<file path="config.mk">
export PLATFORM = sky130hd
export DESIGN_NAME = mole_spawner
export DESIGN_NICKNAME = d
export VERILOG_FILES = /design/src/rtl/mole_spawner.sv
export SDC_FILE = /design/constraint.sdc
export NUM_CORES = 1
export LEC_CHECK = 0
export CAP_MARGIN = 20
export CELL_PAD_IN_SITES_DETAIL_PLACEMENT = 0
export CELL_PAD_IN_SITES_GLOBAL_PLACEMENT = 1
export CORE_MARGIN = 4
export CORE_UTILIZATION = 42
export CTS_BUF_LIST = sky130_fd_sc_hd__clkbuf_16
export DETAILED_ROUTE_END_ITERATION = 12
export PLACE_DENSITY = 0.86
export RECOVER_POWER = 25
export SLEW_MARGIN = 0
export SYNTH_ARGS = -nofsm -noshare
export SYNTH_HDL_FRONTEND = slang
export SYNTH_SLANG_ARGS = --single-unit
</file>
<file path="constraint.sdc">
create_clock -name clk -period 2.3 [get_ports clk]
set_input_delay 0.345 -clock clk [delete_from_list [all_inputs] [get_ports clk]]
set_output_delay 0.345 -clock clk [all_outputs]
set_load 0.1 [all_outputs]
</file>
<file path="src/rtl/mole_spawner.sv">
// Game-control stage: runs a timed game and issues one-cycle LED spawn requests.
// Optional SPAWN_SPEEDUP_EN shortens the spawn interval on every second tick.
module mole_spawner #(
    parameter int          CLK_HZ       = 50_000_000,
    parameter int          SPAWN_MS     = 1000,
    parameter int          GAME_SEC     = 30,
    parameter int          NUM_LEDS     = 18,
    parameter logic [15:0] LFSR_SEED    = 16'hACE1,
    parameter int          MIN_SPAWN_MS = 250
) (
    input  logic                clk,
    input  logic                rst_n,
    input  logic                start,
    input  logic [NUM_LEDS-1:0] busy_leds,
    output logic                led_request,
    output logic [4:0]          led_index,
    output logic                game_active,
    output logic                game_over,
    output logic [6:0]          time_left
);

    // Multiply before dividing so small bench clocks do not truncate to zero.
    localparam longint SPAWN_CYC     = longint'(CLK_HZ) * SPAWN_MS / 1000;
    localparam longint MIN_SPAWN_CYC = longint'(CLK_HZ) * MIN_SPAWN_MS / 1000;
    localparam int     SPN_W         = $clog2(SPAWN_CYC + 1);
    localparam int     SEC_W         = $clog2(CLK_HZ + 1);

    if (GAME_SEC < 1 || GAME_SEC > 127 || NUM_LEDS < 1 || NUM_LEDS > 32 ||
        SPAWN_CYC < 1 || MIN_SPAWN_MS > SPAWN_MS) begin : g_bad_param
        $error("mole_spawner: parameter out of range");
    end

    typedef enum logic [2:0] {IDLE, RUN_WAIT, PICK, ISSUE, OVER} state_t;

    state_t           state;
    logic [15:0]      lfsr;
    logic [SPN_W-1:0] spawn_cnt;
    logic [SEC_W-1:0] sec_cnt;
    logic [4:0]       probe;
    logic [4:0]       probes;

    logic             running, sec_tick, game_end, spawn_last, probe_busy;
    logic [4:0]       seed_idx, probe_next;
    logic [31:0]      busy_ext;

`ifdef SPAWN_SPEEDUP_EN
    localparam logic [SPN_W-1:0] MIN_INT = SPN_W'(MIN_SPAWN_CYC);
    logic [SPN_W-1:0] interval, interval_dec;
    assign interval_dec = interval - (interval >> 4);
`else
    localparam logic [SPN_W-1:0] interval = SPN_W'(SPAWN_CYC);
`endif

    assign running    = (state == RUN_WAIT) || (state == PICK) || (state == ISSUE);
    assign sec_tick   = (sec_cnt == SEC_W'(CLK_HZ - 1));
    assign game_end   = running && sec_tick && (time_left == 7'd1);
    assign spawn_last = (spawn_cnt >= interval - SPN_W'(1));

    // Fold the 5-bit LFSR slice into range; identical to a single subtract for NUM_LEDS >= 16.
    assign seed_idx   = 5'(32'(lfsr[4:0]) % NUM_LEDS);
    assign busy_ext   = 32'(busy_leds);
    assign probe_busy = busy_ext[probe];
    assign probe_next = (probe == 5'(NUM_LEDS - 1)) ? 5'd0 : probe + 5'd1;

    always_ff @(posedge clk or negedge rst_n) begin
        if (!rst_n) begin
            state       <= IDLE;
            lfsr        <= LFSR_SEED;
            spawn_cnt   <= '0;
            sec_cnt     <= '0;
            probe       <= '0;
            probes      <= '0;
            led_request <= 1'b0;
            led_index   <= '0;
            game_active <= 1'b0;
            game_over   <= 1'b0;
            time_left   <= '0;
`ifdef SPAWN_SPEEDUP_EN
            interval    <= SPN_W'(SPAWN_CYC);
`endif
        end else begin
            lfsr <= {lfsr[0] ^ lfsr[2] ^ lfsr[3] ^ lfsr[5], lfsr[15:1]};

            if (running) begin
                sec_cnt <= sec_tick ? '0 : sec_cnt + SEC_W'(1);
                if (sec_tick) begin
                    time_left <= time_left - 7'd1;
`ifdef SPAWN_SPEEDUP_EN
                    interval  <= (interval_dec < MIN_INT) ? MIN_INT : interval_dec;
`endif
                end
            end

            // Expiry wins over any pending spawn; led_index keeps its last value.
            if (game_end) begin
                state       <= OVER;
                led_request <= 1'b0;
                game_active <= 1'b0;
                game_over   <= 1'b1;
            end else begin
                case (state)
                    IDLE, OVER: begin
                        if (start) begin
                            state       <= RUN_WAIT;
                            time_left   <= 7'(GAME_SEC);
                            spawn_cnt   <= '0;
                            sec_cnt     <= '0;
                            game_active <= 1'b1;
                            game_over   <= 1'b0;
`ifdef SPAWN_SPEEDUP_EN
                            interval    <= SPN_W'(SPAWN_CYC);
`endif
                        end
                    end
                    RUN_WAIT: begin
                        if (spawn_last) begin
                            spawn_cnt <= '0;
                            probe     <= seed_idx;
                            probes    <= '0;
                            state     <= PICK;
                        end else begin
                            spawn_cnt <= spawn_cnt + SPN_W'(1);
                        end
                    end
                    PICK: begin
                        if (!probe_busy) begin
                            led_request <= 1'b1;
                            led_index   <= probe;
                            state       <= ISSUE;
                        end else if (probes == 5'(NUM_LEDS - 1)) begin
                            state <= RUN_WAIT;
                        end else begin
                            probe  <= probe_next;
                            probes <= probes + 5'd1;
                        end
                    end
                    ISSUE: begin
                        led_request <= 1'b0;
                        state       <= RUN_WAIT;
                    end
                    default: state <= IDLE;
                endcase
            end
        end
    end

endmodule

</file>
==> metrics.yaml <==
cts:
  clkSinkCount: 96
  clk_pin_slew_ps: 70
  cts_buffers: 9
  cts_tree: "yes"
  cts_root_buf: "clkbuf_16"
  htreeDepth: 3
  insertion_delay_ps: 350
  clockBufferDepth: 2
sta:
  final.setup_skew_ps: 7.78
  fmax_mhz: 435
  fin_crit_sh_pct: 99.9
  hold_viol_final: 0
  rsz0062_at_grt: "yes"
  finalCriticalPeriod_ps: 2300
  tightest_slew_ps: 1570
  fin_setup_tns_ps: 0
  relSlewSlack_pct: -4.63
  finalMaxSlewViolations: 25
  holdWs_ps: 357
  setup_violations: 0
run_status:
  status: "finished, violations left"
  violations: "capacitance limit, slew limit"
floorplanning:
  ios: 36
  fp.dieW_um: 117
  rows: 39
  core_area_um2: 11600
  die-height_um: 117
  initial_utilization_pct: 43.4
  dieArea_um2: 13800
global_routing:
  grt_max_degree: 52
  grt_pass1_wl_mm: 19.2
  antenna_found_initial: 0
  grt_usage_pct: 16.8
  overflow: 0
  grt_pass1_vias: 3924
route:
  drtIter0Drc: 282
  routed_via_density: 5.60
  wl_per_cell_um: 15.8
  ant_nets: 0
  dr.pass1.iters: 4
  routed_wl_mm: 11.3
  num_vias: 4022
  drcViolationCount: 0
synthesis:
  ys.flop_type: "dfrtp_1"
  ys_warn_count: 0
  synth.distinct_cells: 65
  synth_cells: 500
  syn_area_per_cell_um2: 10.0
  yosysSeqAreaShare_pct: 48.1
  syn-num-nets: 531
  syn_area_um2: 5020
  synth-async-reset-ratio_pct: 100
  synth_edf_count: 0
  synth_seq_cells: 96
worst_setup_path:
  worst_setup_path_end_kind: "flip-flop"
  worstPathArrival_ps: 2530
  crit_path_max_fanout: 7
  crit_type: "reg -> reg"
  crit_required_ps: 2540
  cp-start-kind: "flip-flop"
pwr:
  switching_share_pct: 36.0
  power_density_nw_per_um2: 880
  net-switching-power_w: 0.00196
  clock_power_share_pct: 28.1
  p_int_w: 0.00347
  cellLeakagePower_nw: 2.66
  power_frac_comb_pct: 35.0
  p_seq_share_pct: 36.9
  max-vdd-ir-drop_uv: 459
placed_design:
  dpl_cell_area_um2: 5740
  dp_hpwl_mm: 7.98
  io_buffers: 35
  dp.cells: 695
  place_congestion: 0.865
cells_and_area:
  final_util_pct: 53.3
  drive_above_1_share_pct: 20.7
  fin_area_um2: 6170
  final_nets: 601
  antenna_cells: 0
  layout.cells.non_filler: 718
  syn_to_final_growth_pct: 22.9
min_path:
  hold_path.class: "reg -> reg"
flow_run:
  maxCapViolations: 1
[through the flow]
stage / total power (W) / setup slack, ps
floorplan: 0.00325 / 0.258
global placement: 0.00379 / -233
detailed placement: 0.00384 / -280
CTS: 0.00541 / 7.49
global route: 0.00573 / -74.1
finish: 0.00543 / 3.23
[power groups by stage]
stage | sequential [W] | clock, W | combinational, W
CTS | 0.00200 | 0.00155 | 0.00186
global placement | 0.00203 | 0 | 0.00177
floorplan | 0.00222 | 0 | 0.00104
global route | 0.00203 | 0.00164 | 0.00207
detailed placement | 0.00203 | 0 | 0.00181
finish | 0.00200 | 0.00153 | 0.00190
[layout make-up]
| class | count | area, um^2 |
|---|---|---|
| Clock buffer | 9 | 225 |
| Inverter | 12 | 45.0 |
| Timing Repair Buffer | 81 | 687 |
| Tap cell | 143 | 179 |
| Clock inverter | 7 | 77.6 |
| Sequential cell | 96 | 2430 |
| Multi-Input combinational cell | 370 | 2520 |
| Fill cell | 999 | 5400 |
[cell usage after synthesis, types with 12 or more instances]
cell      instances  area share (%)
nand2_1          30             2.2
clkbuf_1         13            0.97
inv_1            12            0.90
xnor2_1          24             4.2
o21ai_0          13             1.3
dfrtp_1          88              44
nand3_1          23             2.3
nor2_1           66             4.9
nor3_1           16             1.6
and3_1           12             1.5
nor2b_1          12             1.5
xor2_1           19             3.3
nand4_1          12             1.5
[routing by layer]
metal  wire length [um]  share of wire [%]  track usage (%)
met1               5490                 48             23.4
met2               5430                 48             26.8
met3                339                3.0             2.65
met4                 91               0.80             5.94
met5                  0                  0                0
[flip-flops by register name, indices dropped and copies added, names as in the netlist]
name         cells
led_request      1
state            3
game_active      1
lfsr            16
probes           5
sec_cnt         26
probe            5
time_left        7
game_over        1
spawn_cnt       26
led_index        5
[final timing paths]
path,from,end,slack [ps],cells past startpoint
max in group asynchronous,rst_n,probe[0],310,3
min in group asynchronous,rst_n,probe[2],910,2
min reg2reg,lfsr[7],lfsr[6],360,0
max reg2reg,probe[0],probes[1],3,7
min,lfsr[7],lfsr[6],360,0
max,probe[0],probes[1],3,7
[logic make-up after synthesis]
family                     after synthesis  synth area share [%]
and+or+nand+nor                        221                  23.1
buffers and inverters                   34                  3.02
muxes                                   21                  5.29
AOI/OAI and AO/OA                       75                  10.6
xor gates and xnor gates                43                  7.50
DFF                                     96                  48.1
adders and majority gates               10                  2.49
[timing repair]
| item | in CTS | in global routing |
|---|---|---|
| pin swaps | 1 | 4 |
| setup buffers | 3 | 3 |
| gates resized for setup | 6 | 12 |
| hold endpoints to repair | 23 | 0 |
| endpoints found under the setup margin | 14 | 26 |
| hold buffers | 1 | 0 |
[cells in the final DEF (no fill, tap or decap), drive strengths merged, types with 5 or more instances in the layout]
cell / netlist / routed
a21oi: 7 / 7
a22o: 9 / 9
and3: 12 / 12
and4: 5 / 5
buf: 9 / 60
clkbuf: 13 / 10
clkdlybuf4s50: 0 / 19
dfrtp: 88 / 88
dfstp: 8 / 8
ha: 10 / 10
inv: 12 / 16
mux2: 9 / 9
mux2i: 10 / 10
nand2: 30 / 30
nand3: 24 / 24
nand4: 12 / 12
nor2: 67 / 67
nor2b: 12 / 12
nor3: 17 / 17
nor4: 8 / 8
o21ai: 22 / 22
or3: 7 / 7
xnor2: 24 / 24
xor2: 19 / 19
[critical path, cell delays in order, from the launching register on]
cell	delay, ps
dfrtp_2	470
buf_4	160
mux2i_1	110
mux4_2	480
nand3_2	90
o211ai_2	100
or3_4	470
mux2_4	310
Note: power is estimated with default switching activity, not from simulation.
